$ cat config.mk
export PLATFORM = sky130hd
export DESIGN_NAME = rc_selftest
export DESIGN_NICKNAME = d
export VERILOG_FILES = /design/src/rtl/rc_selftest.sv
export SDC_FILE = /design/constraint.sdc
export NUM_CORES = 1
export LEC_CHECK = 0
export CORE_UTILIZATION = 44
export DETAILED_ROUTE_END_ITERATION = 10
export PLACE_DENSITY = 0.77
export RECOVER_POWER = 100
export REMOVE_ABC_BUFFERS = 1
export SLEW_MARGIN = 20
export SYNTH_ARGS = -nofsm -noshare
export SYNTH_HDL_FRONTEND = slang
export SYNTH_SLANG_ARGS = --single-unit
export TNS_END_PERCENT = 20
$ cat constraint.sdc
create_clock -name clock -period 1.5 [get_ports clock]
set_input_delay 0.3 -clock clock [delete_from_list [all_inputs] [get_ports clock]]
set_output_delay 0.3 -clock clock [all_outputs]
set_load 0.005 [all_outputs]
$ cat src/rtl/rc_selftest.sv
// rc_selftest: built-in self-test sequencer for the rc block (z = x | y, w = x & y).
// It drives rc's inputs through the four input combinations. It compares each
// response against the truth table and reports a pass/fail summary.
//
// Parameters:
//   DWELL     - cycles each pattern is held before its response is sampled (>= 1)
//   ERRW      - width of the saturating error counter
// Ports:
//   clock     - system clock, rising-edge active
//   reset     - synchronous active-high reset, has priority over start
//   start     - run request, honoured in IDLE and DONE only
//   x, y      - registered pattern drive into rc
//   z, w      - rc responses
//   busy      - run in progress
//   done      - results valid
//   pass      - done with zero mismatches
//   err_count - mismatching patterns, saturating at all-ones
//   fail_vec  - bit i set when pattern i mismatched
module rc_selftest #(
  parameter int DWELL = 4,
  parameter int ERRW  = 3
) (
  input  logic            clock,
  input  logic            reset,
  input  logic            start,
  output logic            x,
  output logic            y,
  input  logic            z,
  input  logic            w,
  output logic            busy,
  output logic            done,
  output logic            pass,
  output logic [ERRW-1:0] err_count,
  output logic [3:0]      fail_vec
);

  localparam int              CNTW     = (DWELL > 1) ? $clog2(DWELL) : 1;
  localparam logic [CNTW-1:0] CNT_LAST = CNTW'(DWELL - 1);
  localparam logic [ERRW-1:0] ERR_MAX  = {ERRW{1'b1}};
  localparam logic [ERRW-1:0] ERR_ZERO = {ERRW{1'b0}};

  typedef enum logic [1:0] {
    IDLE = 2'd0,
    RUN  = 2'd1,
    DONE = 2'd2
  } state_t;

  // Stimulus for pattern i, returned as {x, y}.
  function automatic logic [1:0] pattern_xy(input logic [1:0] i);
    logic [1:0] r;
    case (i)
      2'd0:    r = 2'b00;
      2'd1:    r = 2'b10;
      2'd2:    r = 2'b01;
      2'd3:    r = 2'b11;
      default: r = 2'b00;
    endcase
    return r;
  endfunction

  // Expected rc response for pattern i, returned as {z, w}.
  function automatic logic [1:0] expected_zw(input logic [1:0] i);
    logic [1:0] r;
    case (i)
      2'd0:    r = 2'b00;
      2'd1:    r = 2'b10;
      2'd2:    r = 2'b10;
      2'd3:    r = 2'b11;
      default: r = 2'b00;
    endcase
    return r;
  endfunction

  state_t          state_r;
  logic [1:0]      idx_r;
  logic [CNTW-1:0] cnt_r;
  logic            x_r;
  logic            y_r;
  logic            busy_r;
  logic            done_r;
  logic            pass_r;
  logic [ERRW-1:0] err_r;
  logic [3:0]      fail_r;

  logic            mismatch_s;
  logic [ERRW-1:0] err_next_s;
  logic [3:0]      fail_next_s;

  // Evaluate the current response and the results it would produce if sampled now.
  always_comb begin
    mismatch_s  = ({z, w} != expected_zw(idx_r));
    fail_next_s = fail_r;
    err_next_s  = err_r;
    if (mismatch_s) begin
      fail_next_s = fail_r | (4'b0001 << idx_r);
      if (err_r != ERR_MAX) begin
        err_next_s = err_r + ERRW'(1'b1);
      end else begin
        err_next_s = err_r;
      end
    end else begin
      fail_next_s = fail_r;
      err_next_s  = err_r;
    end
  end

  // Sequencer FSM with all outputs registered.
  always_ff @(posedge clock) begin
    if (reset) begin
      state_r <= IDLE;
      idx_r   <= 2'd0;
      cnt_r   <= {CNTW{1'b0}};
      x_r     <= 1'b0;
      y_r     <= 1'b0;
      busy_r  <= 1'b0;
      done_r  <= 1'b0;
      pass_r  <= 1'b0;
      err_r   <= ERR_ZERO;
      fail_r  <= 4'b0000;
    end else begin
      case (state_r)
        IDLE, DONE: begin
          if (start) begin
            // A new run always begins from pattern 0 with cleared results.
            state_r    <= RUN;
            idx_r      <= 2'd0;
            cnt_r      <= {CNTW{1'b0}};
            {x_r, y_r} <= pattern_xy(2'd0);
            busy_r     <= 1'b1;
            done_r     <= 1'b0;
            pass_r     <= 1'b0;
            err_r      <= ERR_ZERO;
            fail_r     <= 4'b0000;
          end else begin
            state_r <= state_r;
          end
        end
        RUN: begin
          if (cnt_r == CNT_LAST) begin
            // Last cycle of this pattern: the response is sampled at this edge.
            err_r  <= err_next_s;
            fail_r <= fail_next_s;
            cnt_r  <= {CNTW{1'b0}};
            if (idx_r == 2'd3) begin
              state_r    <= DONE;
              {x_r, y_r} <= 2'b00;
              busy_r     <= 1'b0;
              done_r     <= 1'b1;
              pass_r     <= (err_next_s == ERR_ZERO);
            end else begin
              idx_r      <= idx_r + 2'd1;
              {x_r, y_r} <= pattern_xy(idx_r + 2'd1);
            end
          end else begin
            cnt_r <= cnt_r + CNTW'(1'b1);
          end
        end
        default: begin
          state_r    <= IDLE;
          {x_r, y_r} <= 2'b00;
          busy_r     <= 1'b0;
          done_r     <= 1'b0;
          pass_r     <= 1'b0;
        end
      endcase
    end
  end

  assign x         = x_r;
  assign y         = y_r;
  assign busy      = busy_r;
  assign done      = done_r;
  assign pass      = pass_r;
  assign err_count = err_r;
  assign fail_vec  = fail_r;

endmodule
==> flow_summary_export.csv <==
group,metric,value,unit
pwr,p_leak,0.000562,µW
setup_path,end_kind,"register",
pwr,netSwitchingFraction,26.1,%
global_route,grt_start_max_net_pins,15,
clock_network,tritoncts,"built",
detailed_routing,routedWlPerCell,14.4,µm
synth,synthXorXnorAreaFrac,3.90,%
die,rows,15,
pwr,ir_worst_vdd,488,µV
clock_network,cts.sink_count,17,
min_path,hold_path_class,"reg2reg",
die,io_pins,17,
detailed_routing,wl,2.31,mm
final_layout,area.growth.synth_to_final,47.0,%
clock_network,cts_buffer_depth,2,
synth,syn_inst,100,
pwr,power_switching,220,µW
setup_path,critPathArrivalTime,1.84,ns
final_layout,final_common_cell,"buf_4",
die,dieArea,0.00215,mm²
synth,synth.avg_cell_area,8.66,µm²
final_layout,antennaDiodeCount,0,
timing,timing.final.ws_setup,-0.126,ns
clock_network,clock_latency,0.30,ns
global_route,grt_use_total,24.3,%
die,start_util,48.6,%
detailed_routing,drtIter0Drc,29,
final_layout,layout_common_cells,"buf_4, a21oi_1, clkdlybuf4s50_1",
synth,syn_area,866,µm²
pwr,p_comb_share,14.8,%
setup_path,cp_max_fo,3,
global_route,antenna_found_initial,0,
pwr,clock_power_share,29.5,%
die,die_h,46.4,µm
synth,ys_seq_area_share,39.3,%
detailed_routing,drt_first_pass_iters,4,
synth,yosysWarnings,0,
final_layout,drive_gt1_share,33.3,%
timing,tightest_slew,0.287,ns
synth,synth_fa_ha_area_share,8.67,%
timing,timing.slew.headroom,80.7,%
timing,hold_viol_final,0,
job,cap_violations,0,
timing,setup_violations,3,
place,port_buffers,16,
synth,synth_mux_area_share,1.16,%
detailed_routing,drc,0,
final_layout,fillCellCount,134,
timing,period_share,108,%
run_status,status,"complete, but fails checks",
pwr,p_per_area,663,mW/mm²
detailed_routing,via_per_inst,5.43,
detailed_routing,final_antenna_net_count,0,
synth,synth.distinct_cells,34,
global_route,grt_pass1_wl,3.67,mm
pwr,intPower,623,µW
clock_network,holdBufCountCts,0,
place,gp_congestion,0.875,
setup_path,worstSetupPathType,"reg2reg",
setup_path,start_kind,"register",
timing,tns,-0.335,ns
place,dp_slack,-0.375,ns
detailed_routing,vias,868,
setup_path,cp_data_required_time,1.71,ns
synth,synth_top_family_by_area,"simple AND/OR/NAND/NOR gates",
place,dpl.hpwl,1.57,mm
die,core_area,0.00178,mm²
pwr,total_power,843,µW
clock_network,cts_buffers,3,
synth,ys_ff_latch,17,
run_status,violations,"setup timing",
timing,max_freq,615,MHz
clock_network,clk_pin_slew,0.11,ns
clock_network,root_buffer,"clkbuf_4",
timing,final_max_slew_viol_count,0,
clock_network,cts_max_level,1,
global_route,grt_overflow,0,
timing,rsz0062_at_grt,"true",
synth,synth_compound_area_share,19.8,%
die,die_w,46.4,µm
final_layout,utilization,71.4,%
synth,synth_simple_gate_area_share,22.4,%
timing,finalClockSkew,0.0139,ns
timing,layout_min_cycle_time,1.63,ns
pwr,seqPwrFrac,55.7,%
final_layout,nets,147,
global_route,grt_pass1_vias,803,
-- flip-flops by register name, summed over array words and instances (netlist names) --
signal     cells
y              1
idx_r          2
state_r        2
err_count      3
cnt_r          2
fail_vec       4
pass           1
x              1
busy           1
-- Yosys cell counts --
cell type | count | area [µm²]
dfxtp_1 | 17 | 340
a21oi_1 | 14 | 70.1
nor2_1 | 8 | 30.0
ha_1 | 6 | 75.1
nand2_1 | 6 | 22.5
nor3_1 | 6 | 30.0
clkbuf_1 | 5 | 18.8
nand2b_1 | 4 | 25.0
inv_1 | 3 | 11.3
nor2b_1 | 3 | 18.8
nand3b_1 | 2 | 15.0
o211ai_1 | 2 | 15.0
o21ai_0 | 2 | 10.0
or4_1 | 2 | 15.0
a21boi_0 | 1 | 7.51
a21o_1 | 1 | 7.51
a22o_1 | 1 | 8.76
a22oi_1 | 1 | 7.51
a31oi_1 | 1 | 6.26
a32oi_1 | 1 | 8.76
buf_6 | 1 | 11.3
mux2i_1 | 1 | 10.0
nand3_1 | 1 | 5.00
nor3b_1 | 1 | 7.51
o21a_1 | 1 | 7.51
o21bai_1 | 1 | 7.51
o22ai_1 | 1 | 6.26
o41ai_1 | 1 | 8.76
or2_2 | 1 | 6.26
or3b_2 | 1 | 8.76
or4b_1 | 1 | 10.0
xnor2_1 | 1 | 8.76
xnor2_2 | 1 | 16.3
xor2_1 | 1 | 8.76
-- cell families after synthesis --
| family | count (synthesis) |
|---|---|
| XOR/XNOR | 3 |
| adder cells (fa/ha/maj) | 6 |
| multiplexers | 1 |
| AND/OR/NAND/NOR | 36 |
| flip-flops | 17 |
| AO/OA/AOI/OAI | 28 |
| buffers and inverters | 9 |
-- metrics by stage --
| stage | hold slack [ns] | instance area (µm²) | cells |
|---|---|---|---|
| final | 0.462 | 1270 | 160 |
| after CTS | 0.469 | 1250 | 160 |
| after floorplan | 0.369 | 836 | 94 |
| after global routing | 0.487 | 1270 | 160 |
| after global placement | 0.442 | 1150 | 152 |
| after detailed placement | 0.449 | 1150 | 152 |
-- critical path, cell delays in order (launching register included) --
cell and delay, ns:
dfxtp_2 0.35, ha_2 0.21, xnor2_2 0.21, a21boi_0 0.16, or2_2 0.32, o41ai_2 0.28
-- worst paths after layout --
path	endpoint	start	slack, ns	cells after the start
worst max register to register	pass$_SDFFE_PP0P_	idx_r[0]$_SDFFE_PP0P_	-0.13	5
worst min register to register	x$_SDFFE_PP0P_	x$_SDFFE_PP0P_	0.46	2
worst min-delay path	x$_SDFFE_PP0P_	x$_SDFFE_PP0P_	0.46	2
worst max-delay path	pass$_SDFFE_PP0P_	idx_r[0]$_SDFFE_PP0P_	-0.13	5
-- final cells by class --
| cell class | instances | area, µm² | area share [%] |
|---|---|---|---|
| timing repair buffer | 37 | 324 | 25.5 |
| tap | 25 | 31.3 | 2.46 |
| sequential | 17 | 357 | 28.0 |
| clock inverter | 1 | 5.00 | 0.393 |
| clock buffer | 3 | 22.5 | 1.77 |
| inverter | 3 | 11.3 | 0.885 |
| multi-input combinational | 74 | 522 | 41.0 |
-- repair_timing --
item	4_1_cts	5_1_grt
hold endpoints to repair	0	0
gates resized for setup	15	11
pin swaps	4	1
buffers inserted	4	0
setup endpoints to repair	8	16
-- power by group through the flow --
stage          clock (µW)  sequential (µW)  combinational, µW
6_report              249              470                125
5_1_grt               288              471                135
4_1_cts               259              470                121
3_3_place_gp            0              481                113
2_1_floorplan           0              481               49.3
3_5_place_dp            0              483                116
-- per-layer routing --
| layer | share of wire [%] | vias to the layer above | GRT usage [%] | wire (µm) |
|---|---|---|---|---|
| met4 | 2.1 | 0 | 13.5 | 48 |
| met3 | 3.8 | 6 | 2.35 | 88 |
| met2 | 51 | 27 | 39.2 | 1170 |
| li1 | - | 425 | - | - |
| met5 | 0 | - | 0 | 0 |
| met1 | 43 | 410 | 31.1 | 999 |
(Power assumes the default switching activity.)
